===== src/rtl/axi4_lite_pkg.sv =====
`default_nettype none
// +--------------------------------------------------------------------+
// | axi4_lite_pkg: response codes and FSM states for the register slave |
// | Rev 1.0                                                            |
// +--------------------------------------------------------------------+
package axi4_lite_pkg;

  localparam logic [1:0] RESP_OKAY   = 2'b00;
  localparam logic [1:0] RESP_SLVERR = 2'b10;

  typedef enum logic [0:0] {
    W_IDLE = 1'b0,
    W_RESP = 1'b1
  } wstate_t;

  typedef enum logic [0:0] {
    R_IDLE = 1'b0,
    R_DATA = 1'b1
  } rstate_t;

endpackage
`default_nettype wire


===== src/rtl/axi4_lite_strb_merge.sv =====
`default_nettype none
// +--------------------------------------------------------------------+
// | axi4_lite_strb_merge: per-byte select between old and new data     |
// | Rev 1.0                                                            |
// +--------------------------------------------------------------------+
module axi4_lite_strb_merge #(
  parameter int DATA_WIDTH = 32
) (
  input  logic [DATA_WIDTH-1:0]   old_data,
  input  logic [DATA_WIDTH-1:0]   new_data,
  input  logic [DATA_WIDTH/8-1:0] strb,
  output logic [DATA_WIDTH-1:0]   merged
);

  for (genvar b = 0; b < DATA_WIDTH/8; b++) begin : g_byte
    assign merged[b*8 +: 8] = strb[b] ? new_data[b*8 +: 8] : old_data[b*8 +: 8];
  end

endmodule
`default_nettype wire


===== src/rtl/axi4_lite_s_regs.sv =====
`default_nettype none
// +--------------------------------------------------------------------+
// | axi4_lite_s_regs: AXI4-Lite slave exposing a flat register file    |
// | Rev 1.0                                                            |
// +--------------------------------------------------------------------+
module axi4_lite_s_regs
  import axi4_lite_pkg::*;
#(
  parameter int DATA_WIDTH = 32,
  parameter int ADDR_WIDTH = 8,
  parameter int NUM_REGS   = 16
) (
  input  logic                           ACLK,
  input  logic                           ARESETn,
  input  logic [ADDR_WIDTH-1:0]          AWADDR,
  input  logic [2:0]                     AWPROT,
  input  logic                           AWVALID,
  output logic                           AWREADY,
  input  logic [DATA_WIDTH-1:0]          WDATA,
  input  logic [DATA_WIDTH/8-1:0]        WSTRB,
  input  logic                           WVALID,
  output logic                           WREADY,
  output logic [1:0]                     BRESP,
  output logic                           BVALID,
  input  logic                           BREADY,
  input  logic [ADDR_WIDTH-1:0]          ARADDR,
  input  logic [2:0]                     ARPROT,
  input  logic                           ARVALID,
  output logic                           ARREADY,
  output logic [DATA_WIDTH-1:0]          RDATA,
  output logic [1:0]                     RRESP,
  output logic                           RVALID,
  input  logic                           RREADY,
  output logic [NUM_REGS*DATA_WIDTH-1:0] regs_o,
  output logic [NUM_REGS-1:0]            wr_pulse_o
);

  localparam int c_BYTE_LSB = $clog2(DATA_WIDTH/8);

  if (!(DATA_WIDTH == 32 || DATA_WIDTH == 64)) begin : g_bad_data_width
    $error("axi4_lite_s_regs: DATA_WIDTH must be 32 or 64");
  end
  if (NUM_REGS > (1 << (ADDR_WIDTH - c_BYTE_LSB))) begin : g_bad_num_regs
    $error("axi4_lite_s_regs: NUM_REGS exceeds the addressable register space");
  end

  wstate_t r_wstate, w_wstate_nxt;
  rstate_t r_rstate, w_rstate_nxt;
  logic    r_live;

  logic                           r_aw_held, r_w_held;
  logic [ADDR_WIDTH-1:0]          r_awaddr;
  logic [DATA_WIDTH-1:0]          r_wdata;
  logic [DATA_WIDTH/8-1:0]        r_wstrb;
  logic                           r_bvalid, r_rvalid;
  logic [1:0]                     r_bresp, r_rresp;
  logic [DATA_WIDTH-1:0]          r_rdata;
  logic [NUM_REGS*DATA_WIDTH-1:0] r_regs;
  logic [NUM_REGS-1:0]            r_wr_pulse;

  logic                    w_aw_hs, w_w_hs, w_ar_hs, w_commit;
  logic [ADDR_WIDTH-1:0]   w_awaddr;
  logic [DATA_WIDTH-1:0]   w_wdata, w_wold, w_merged, w_rd_data;
  logic [DATA_WIDTH/8-1:0] w_wstrb;
  logic [31:0]             w_awidx, w_aridx;
  logic                    w_aw_ok, w_ar_ok;
  logic [NUM_REGS-1:0]     w_wsel;
  logic                    w_unused;

  // READY stays low until the first edge after reset release
  assign AWREADY = r_live && (r_wstate == W_IDLE) && !r_aw_held;
  assign WREADY  = r_live && (r_wstate == W_IDLE) && !r_w_held;
  assign ARREADY = r_live && (r_rstate == R_IDLE);

  assign w_aw_hs = AWVALID && AWREADY;
  assign w_w_hs  = WVALID && WREADY;
  assign w_ar_hs = ARVALID && ARREADY;

  assign w_awaddr = r_aw_held ? r_awaddr : AWADDR;
  assign w_wdata  = r_w_held ? r_wdata : WDATA;
  assign w_wstrb  = r_w_held ? r_wstrb : WSTRB;
  assign w_commit = (r_wstate == W_IDLE) && (r_aw_held || w_aw_hs) && (r_w_held || w_w_hs);

  assign w_awidx = 32'(w_awaddr[ADDR_WIDTH-1:c_BYTE_LSB]);
  assign w_aridx = 32'(ARADDR[ADDR_WIDTH-1:c_BYTE_LSB]);
  assign w_aw_ok = w_awidx < 32'(NUM_REGS);
  assign w_ar_ok = w_aridx < 32'(NUM_REGS);

  assign w_unused = ^{AWPROT, ARPROT, w_awaddr[c_BYTE_LSB-1:0], ARADDR[c_BYTE_LSB-1:0]};

  always_comb begin
    w_wold    = '0;
    w_rd_data = '0;
    w_wsel    = '0;
    for (int i = 0; i < NUM_REGS; i++) begin
      if (w_awidx == 32'(i)) begin
        w_wold    = r_regs[i*DATA_WIDTH +: DATA_WIDTH];
        w_wsel[i] = w_commit;
      end
      if (w_aridx == 32'(i)) begin
        w_rd_data = r_regs[i*DATA_WIDTH +: DATA_WIDTH];
      end
    end
  end

  axi4_lite_strb_merge #(
    .DATA_WIDTH (DATA_WIDTH)
  ) u_strb_merge (
    .old_data (w_wold),
    .new_data (w_wdata),
    .strb     (w_wstrb),
    .merged   (w_merged)
  );

  always_comb begin
    w_wstate_nxt = r_wstate;
    w_rstate_nxt = r_rstate;
    case (r_wstate)
      W_IDLE:  if (w_commit) w_wstate_nxt = W_RESP;
      W_RESP:  if (r_bvalid && BREADY) w_wstate_nxt = W_IDLE;
      default: w_wstate_nxt = W_IDLE;
    endcase
    case (r_rstate)
      R_IDLE:  if (w_ar_hs) w_rstate_nxt = R_DATA;
      R_DATA:  if (r_rvalid && RREADY) w_rstate_nxt = R_IDLE;
      default: w_rstate_nxt = R_IDLE;
    endcase
  end

  always_ff @(posedge ACLK or negedge ARESETn) begin
    if (!ARESETn) begin
      r_wstate <= W_IDLE;
      r_rstate <= R_IDLE;
      r_live   <= 1'b0;
    end else begin
      r_wstate <= w_wstate_nxt;
      r_rstate <= w_rstate_nxt;
      r_live   <= 1'b1;
    end
  end

  always_ff @(posedge ACLK or negedge ARESETn) begin
    if (!ARESETn) begin
      r_aw_held  <= 1'b0;
      r_w_held   <= 1'b0;
      r_awaddr   <= '0;
      r_wdata    <= '0;
      r_wstrb    <= '0;
      r_bvalid   <= 1'b0;
      r_bresp    <= RESP_OKAY;
      r_rvalid   <= 1'b0;
      r_rresp    <= RESP_OKAY;
      r_rdata    <= '0;
      r_regs     <= '0;
      r_wr_pulse <= '0;
    end else begin
      r_wr_pulse <= w_wsel;
      if (w_commit) begin
        r_aw_held <= 1'b0;
        r_w_held  <= 1'b0;
        r_bvalid  <= 1'b1;
        r_bresp   <= w_aw_ok ? RESP_OKAY : RESP_SLVERR;
        for (int i = 0; i < NUM_REGS; i++) begin
          if (w_wsel[i]) r_regs[i*DATA_WIDTH +: DATA_WIDTH] <= w_merged;
        end
      end else begin
        if (w_aw_hs) begin
          r_aw_held <= 1'b1;
          r_awaddr  <= AWADDR;
        end
        if (w_w_hs) begin
          r_w_held <= 1'b1;
          r_wdata  <= WDATA;
          r_wstrb  <= WSTRB;
        end
      end
      if (r_bvalid && BREADY) r_bvalid <= 1'b0;

      // Sampled at the handshake edge, so a same-edge commit is not visible
      if (w_ar_hs) begin
        r_rvalid <= 1'b1;
        r_rdata  <= w_rd_data;
        r_rresp  <= w_ar_ok ? RESP_OKAY : RESP_SLVERR;
      end else if (r_rvalid && RREADY) begin
        r_rvalid <= 1'b0;
      end
    end
  end

  assign BVALID     = r_bvalid;
  assign BRESP      = r_bresp;
  assign RVALID     = r_rvalid;
  assign RRESP      = r_rresp;
  assign RDATA      = r_rdata;
  assign regs_o     = r_regs;
  assign wr_pulse_o = r_wr_pulse;

endmodule
`default_nettype wire


===== config.mk =====
export PLATFORM = sky130hd
export DESIGN_NAME = axi4_lite_s_regs
export DESIGN_NICKNAME = d
export VERILOG_FILES = /design/src/rtl/axi4_lite_pkg.sv /design/src/rtl/axi4_lite_strb_merge.sv /design/src/rtl/axi4_lite_s_regs.sv
export SDC_FILE = /design/constraint.sdc
export NUM_CORES = 1
export LEC_CHECK = 0
export CELL_PAD_IN_SITES_DETAIL_PLACEMENT = 0
export CELL_PAD_IN_SITES_GLOBAL_PLACEMENT = 2
export CORE_ASPECT_RATIO = 0.9
export CORE_MARGIN = 3
export CORE_UTILIZATION = 30
export DETAILED_ROUTE_END_ITERATION = 16
export PLACE_DENSITY = 0.82
export SLEW_MARGIN = 20
export SYNTH_ARGS = -nofsm -noshare
export SYNTH_HDL_FRONTEND = slang
export SYNTH_HIERARCHICAL = 1
export SYNTH_SLANG_ARGS = --single-unit

===== constraint.sdc =====
create_clock -name ACLK -period 9.4 [get_ports ACLK]
set_clock_uncertainty 0.1 [all_clocks]
set_input_delay 2.82 -clock ACLK [delete_from_list [all_inputs] [get_ports ACLK]]
set_output_delay 2.82 -clock ACLK [all_outputs]
set_load 0.01 [all_outputs]

==> run_results.csv, run 1 <==
group,metric,value,unit
synth,yosysSeqAreaShare,0.4756,
sta,setup_viol,0,
power_and_ir_drop,switching_share,0.4085,
clock_tree,cts_hold_repair.buffers,0,
synth,synth_ff_type,"dfrtp_1",
power_and_ir_drop,internal_power,0.007471,W
synth,synth-simple-area-share,0.07745,
worst_setup_path,required,9.79,ns
clock_tree,clock_latency,0.64,ns
synth,avgSynthCellArea,11.51,um^2
sta,fin_crit,6.891,ns
clock_tree,path_clk_slew,0.06,ns
global_route,grt_pass1_vias,29260,
synth,synth.yosys.warnings,6,
clock_tree,cts.htree.levels,3,
drt,drtIter0Drc,3804,
power_and_ir_drop,max-vdd-ir-drop,0.1298,mV
sta,worst_pin_slew,1.184,ns
sta,setup_ws,2.509,ns
synth,synthCells,2793,
sta,fin_crit_sh,0.7331,
synth,synth_cell_types,83,
layout,nFillCells,10220,
global_route,antenna_found_initial,14,
synth,yosysTopAreaCell,"dfrtp_1",
synth,netlist_area,32150,um^2
power_and_ir_drop,clkPwrFrac,0.235,
worst_setup_path,arrival,7.29,ns
worst_setup_path,endpoint_kind,"register",
floorplanning,die_x,351.1,um
synth,synth_xor_area_frac,0.0002724,
floorplanning,fp.dieH,316.6,um
drt,routed_wl,192800,um
synth,synth_top_family_by_area,"multiplexers",
synth,async_flop_share,1.000,
floorplanning,initial_core_util,0.3036,
floorplanning,fp.dieArea,111100,um^2
power_and_ir_drop,combPwrFrac,0.418,
layout,area_delta_synth_final,32.99,%
global_route,globalRouteOverflowTotal,0,
clock_tree,cts_setup_buffers,0,
job,max-cap-violations,0,
sta,hold_viol_final,0,
global_route,grt_max_degree,158,
outcome,outcome,"completed",
clock_tree,cts_made_buffers,72,
drt,vias_per_cell,6.247,
floorplanning,ios,634,
synth,synth_most_common_cell,"dfrtp_1",
worst_setup_path,r2r_setup_slack,4.69,ns
clock_tree,cts_tree,"yes",
global_route,grt_pass1_wl,257800,um
min_path,hp-start,"r_wdata[14]$_DFFE_PN0P_",
clock_tree,cts_resized,0,
synth,synth_area_leaders,"dfrtp_1, mux2_2, mux2_1",
synth,synth-edff-count,0,
layout,nets,3429,
drt,first_pass_iters,7,
worst_setup_path,crit_fanout,22,
worst_setup_path,r2r_start,"r_aw_held$_DFFE_PN0P_",
sta,rsz0062_at_grt,"no",
min_path,whs_path_depth,1,
global_route,grt_use_total,0.3379,
power_and_ir_drop,p_leak,18.71,nW
place,port_buffers,621,
drt,vias,30020,
synth,synth_seq_cells,611,
power_and_ir_drop,power_density,295.4,nW/um^2
layout,drive_gt1_frac,0.2504,
place,place.gp.congestion,0.9039,
clock_tree,clock_path_buffers,3,
synth,synth_compound_area_frac,0.1591,
min_path,min_path_type,"reg -> reg",
power_and_ir_drop,p_seq_frac,0.347,
worst_setup_path,crit_start,"AWADDR[6]",
drt,drc,0,
drt,antenna_left,0,
worst_setup_path,start_kind,"primary input",
clock_tree,clock-sinks,611,
floorplanning,coreArea,105900,um^2
synth,muxShareOfSynthArea,0.2494,
synth,synthTopCellsByCount,"dfrtp_1, mux2_2, nand2_1",
clock_tree,cts-root-buf,"clkbuf_16",
worst_setup_path,r2r_cells,10,
synth,synth_top_area_frac,0.4756,
sta,drv_slew,0,
sta,tns,0,ns
sta,slew_headroom,0.2109,
synth,synthAdderAreaFrac,0,
power_and_ir_drop,totalPowerFinal,0.01263,W
worst_setup_path,critPathKind,"in -> reg",
drt,avgRoutedWirePerCell,40.12,um
power_and_ir_drop,p_sw,0.005159,W
place,place_ws,2.025,ns
floorplanning,rows,113,
place,place_hpwl,129500,um
sta,fmax,145.1,MHz
==> metrics by stage <==
step / hold WS, ns / cell area, um^2 / instances / utilization
finish: 0.3990 / 42750 / 4805 / 0.4037
global route: 0.4100 / 42750 / 4803 / 0.4037
detailed placement: 0.3877 / 40280 / 4670 / 0.3804
CTS: 0.4017 / 42730 / 4798 / 0.4035
floorplan: 0.3578 / 32150 / 2794 / -
global placement: 0.3780 / 40240 / 4667 / 0.3800
==> cell families (layout without fill, tap and decap cells) <==
kind of cell	Yosys count	after routing
AO/OA/AOI/OAI	723	723
multiplexers	698	698
flip-flops	611	611
AND/OR/NAND/NOR	507	507
buffers and inverters	251	875
other	2	10
XOR/XNOR	1	1
==> power groups by stage <==
stage	logic, W	registers (W)	clock network (W)
2_1_floorplan	0.00214	0.00432	0
3_3_place_gp	0.00514	0.00437	0
3_5_place_dp	0.00519	0.00439	0
4_1_cts	0.00521	0.00435	0.00300
5_1_grt	0.00551	0.00446	0.00309
6_report	0.00528	0.00439	0.00296
==> worst max-delay path, stage by stage <==
cell,delay (ns)
clkdlybuf4s50_1,0.67
or4_1,0.61
nand2_2,0.78
o21ai_4,1.15
a31oi_1,0.21
a211o_1,0.33
mux2_4,0.37
mux2_1,0.32
==> cell type report <==
cell class                      count  area (um^2)  area share
Clock inverter                     22        236.5    0.005531
Sequential cell                   611        15290      0.3577
Multi-Input combinational cell   1932        16050      0.3754
Inverter                           14        52.55    0.001229
Antenna cell                        7        17.52   0.0004097
Timing Repair Buffer              733         7166      0.1676
Tap cell                         1380         1727     0.04039
Clock buffer                      106         2215     0.05180
==> worst paths after layout <==
check | end
max in group asynchronous | r_rstate$_DFF_PN0_
min | r_wdata[14]$_DFFE_PN0P_
min reg2reg | r_wdata[14]$_DFFE_PN0P_
max reg2reg | regs_o[78]$_DFFE_PN0P_
min in group asynchronous | wr_pulse_o[6]$_DFF_PN0_
max | regs_o[78]$_DFFE_PN0P_
==> cells in the final DEF (no fill, tap or decap), types with 35 or more instances in the layout <==
cell type and count:
mux2_1 101, clkbuf_16 76, mux2i_1 58, mux2_2 483, nand3_1 48, a21oi_1 133
buf_4 103, clkdlybuf4s50_1 618, a22oi_1 147, dfrtp_1 610, o22ai_1 65, nor2_1 81
nand2_1 207, o21ai_0 98, a222oi_1 35, mux2_4 52
==> state kept, by name, indices dropped and copies added, names as in the netlist <==
| signal | cells |
|---|---|
| r_aw_held | 1 |
| r_awaddr | 6 |
| BVALID | 1 |
| r_wdata | 32 |
| r_live | 1 |
| r_wstrb | 4 |
| r_w_held | 1 |
| r_wstate | 1 |
| RRESP | 1 |
| regs_o | 512 |
| BRESP | 1 |
| RDATA | 32 |
| wr_pulse_o | 16 |
| RVALID | 1 |
| r_rstate | 1 |
==> layer usage <==
layer  up-vias  wire length [um]  track usage  share of wire
li1      11810                 -            -              -
met1     15490             76000       0.4424           0.39
met2      2206             83270       0.5065           0.43
met3       502             23370       0.1103           0.12
met4         4             10110       0.1545          0.052
met5         -                25            0        0.00013
Note: power is estimated with default switching activity, not from simulation.
==> run 2: changes to the inputs <==
- PLACE_DENSITY: 0.82 -> 0.85
- clock period: 9.4 -> 5.8 ns (I/O delays scaled with it)
==> run_results.csv, run 2 (same netlist as run 1, synthesis figures left out) <==
group,metric,value,unit
sta,worst_pin_slew,1.247,ns
worst_setup_path,arrival,5.44,ns
clock_tree,clock_latency,0.64,ns
clock_tree,clock_path_buffers,3,
place,place_ws,0.2946,ns
clock_tree,cts_setup_buffers,0,
clock_tree,cts_resized,0,
layout,final_cell_mix,"clkdlybuf4s50_1, dfrtp_1, mux2_2",
sta,setup_ws,0.7848,ns
drt,drtIter0Drc,4158,
power_and_ir_drop,p_sw,0.008482,W
drt,first_pass_iters,9,
worst_setup_path,critPathKind,"in -> reg",
power_and_ir_drop,max-vdd-ir-drop,0.2596,mV
power_and_ir_drop,totalPowerFinal,0.02077,W
power_and_ir_drop,p_leak,19.12,nW
clock_tree,cts.htree.levels,3,
layout,final_common_cell,"clkdlybuf4s50_1",
layout,final_cells,4903,
clock_tree,clock-sinks,611,
global_route,grt_max_degree,103,
layout,area_delta_synth_final,35.36,%
sta,fmax,199.4,MHz
clock_tree,cts_tree,"yes",
clock_tree,cts-root-buf,"clkbuf_16",
floorplanning,rows,113,
place,place.gp.congestion,0.9387,
min_path,min_path_type,"reg -> reg",
floorplanning,fp.dieArea,111100,um^2
sta,setup_viol,0,
layout,largest_reg_flops,512,
floorplanning,initial_core_util,0.3036,
drt,drc,0,
power_and_ir_drop,combPwrFrac,0.419,
layout,drive_gt1_frac,0.2683,
place,place_hpwl,135100,um
global_route,grt_pass1_wl,256800,um
job,max-cap-violations,0,
drt,vias,30480,
floorplanning,die_x,351.1,um
drt,routed_wl,192400,um
power_and_ir_drop,internal_power,0.01229,W
clock_tree,cts_hold_repair.buffers,0,
sta,fin_crit,5.015,ns
sta,fin_crit_sh,0.8647,
worst_setup_path,required,6.22,ns
power_and_ir_drop,power_density,477.3,nW/um^2
sta,slew_headroom,0.1688,
sta,hold_viol_final,0,
worst_setup_path,endpoint_kind,"register",
drt,avgRoutedWirePerCell,39.24,um
worst_setup_path,start_kind,"primary input",
outcome,outcome,"completed",
drt,vias_per_cell,6.216,
sta,rsz0062_at_grt,"no",
layout,nets,3525,
global_route,antenna_found_initial,18,
floorplanning,ios,634,
drt,antenna_left,0,
place,place_inst,4765,
place,port_buffers,621,
worst_setup_path,crit_fanout,16,
clock_tree,cts_made_buffers,73,
floorplanning,fp.dieH,316.6,um
sta,drv_slew,0,
global_route,grt_pass1_vias,29590,
sta,tns,0,ns
power_and_ir_drop,switching_share,0.4084,
clock_tree,path_clk_slew,0.07,ns
floorplanning,coreArea,105900,um^2
power_and_ir_drop,p_seq_frac,0.347,
power_and_ir_drop,clkPwrFrac,0.234,
global_route,globalRouteOverflowTotal,0,
global_route,grt_use_total,0.3355,
-- run 2: cell types whose count changed in the layout (fill, tap and decap cells not counted), sizes merged --
cell    previous run  this run
clkinv            14        16
buf              115       210
clkbuf           106       102
inv               15        17
diode              7         8
bufinv             4         6
-- run 2: stage by stage --
stage          instance area, um^2    util  hold slack, ns
4_1_cts                      43490  0.4107          0.4013
3_3_place_gp                 41000  0.3871          0.3723
5_1_grt                      43500  0.4108          0.4145
6_report                     43510  0.4109          0.3986
3_5_place_dp                 41000  0.3871          0.3878
2_1_floorplan                32150       -          0.3578
-- run 2: power by group through the flow --
stage                     Sequential [W]  Clock [W]  Combinational, W
after floorplan                  0.00700          0           0.00347
after global placement           0.00717          0           0.00843
after detailed placement         0.00720          0           0.00851
after CTS                        0.00714    0.00493           0.00854
after global routing             0.00731    0.00507           0.00903
final                            0.00720    0.00487           0.00870
-- run 2: final timing paths --
path,from,to,slack [ns],depth (start not counted)
max in group asynchronous,ARESETn,r_wdata[14]$_DFFE_PN0P_,3.32,2
worst max-delay path,AWADDR[5],regs_o[380]$_DFFE_PN0P_,0.78,9
worst max register to register,r_aw_held$_DFFE_PN0P_,regs_o[380]$_DFFE_PN0P_,1.72,9
min in group asynchronous,ARESETn,wr_pulse_o[7]$_DFF_PN0_,1.11,1
worst min register to register,RRESP[1]$_DFFE_PN0P_,RRESP[1]$_DFFE_PN0P_,0.40,2
worst min-delay path,RRESP[1]$_DFFE_PN0P_,RRESP[1]$_DFFE_PN0P_,0.40,2
-- run 2: layout make-up --
type / instances / area [um^2]
inverters: 14 / 52.55
well taps: 1380 / 1727
clock buffers: 102 / 2181
fillers: 10070 / 62380
flip-flops and latches: 611 / 15290
multi-input cells: 1932 / 15930
diodes: 8 / 20.02
clock inverters: 28 / 316.6
repair buffers: 828 / 7995
-- run 2: critical path, cell delays in order --
cell	delay, ns
clkdlybuf4s50_1	0.71
nor3b_1	0.69
nor2_1	0.18
a211oi_1	0.98
a41oi_1	0.12
o221ai_1	0.19
a21oi_1	0.13
mux2_4	0.38
mux2_1	0.33
-- run 2: routing by layer --
metal  wire length (um)  GRT usage  vias up
li1                   -          -    12020
met1              73220     0.4193    15630
met2              82650     0.5021     2225
met3              24850     0.1324      594
met4              11630     0.1687        6
met5                 31          0        -
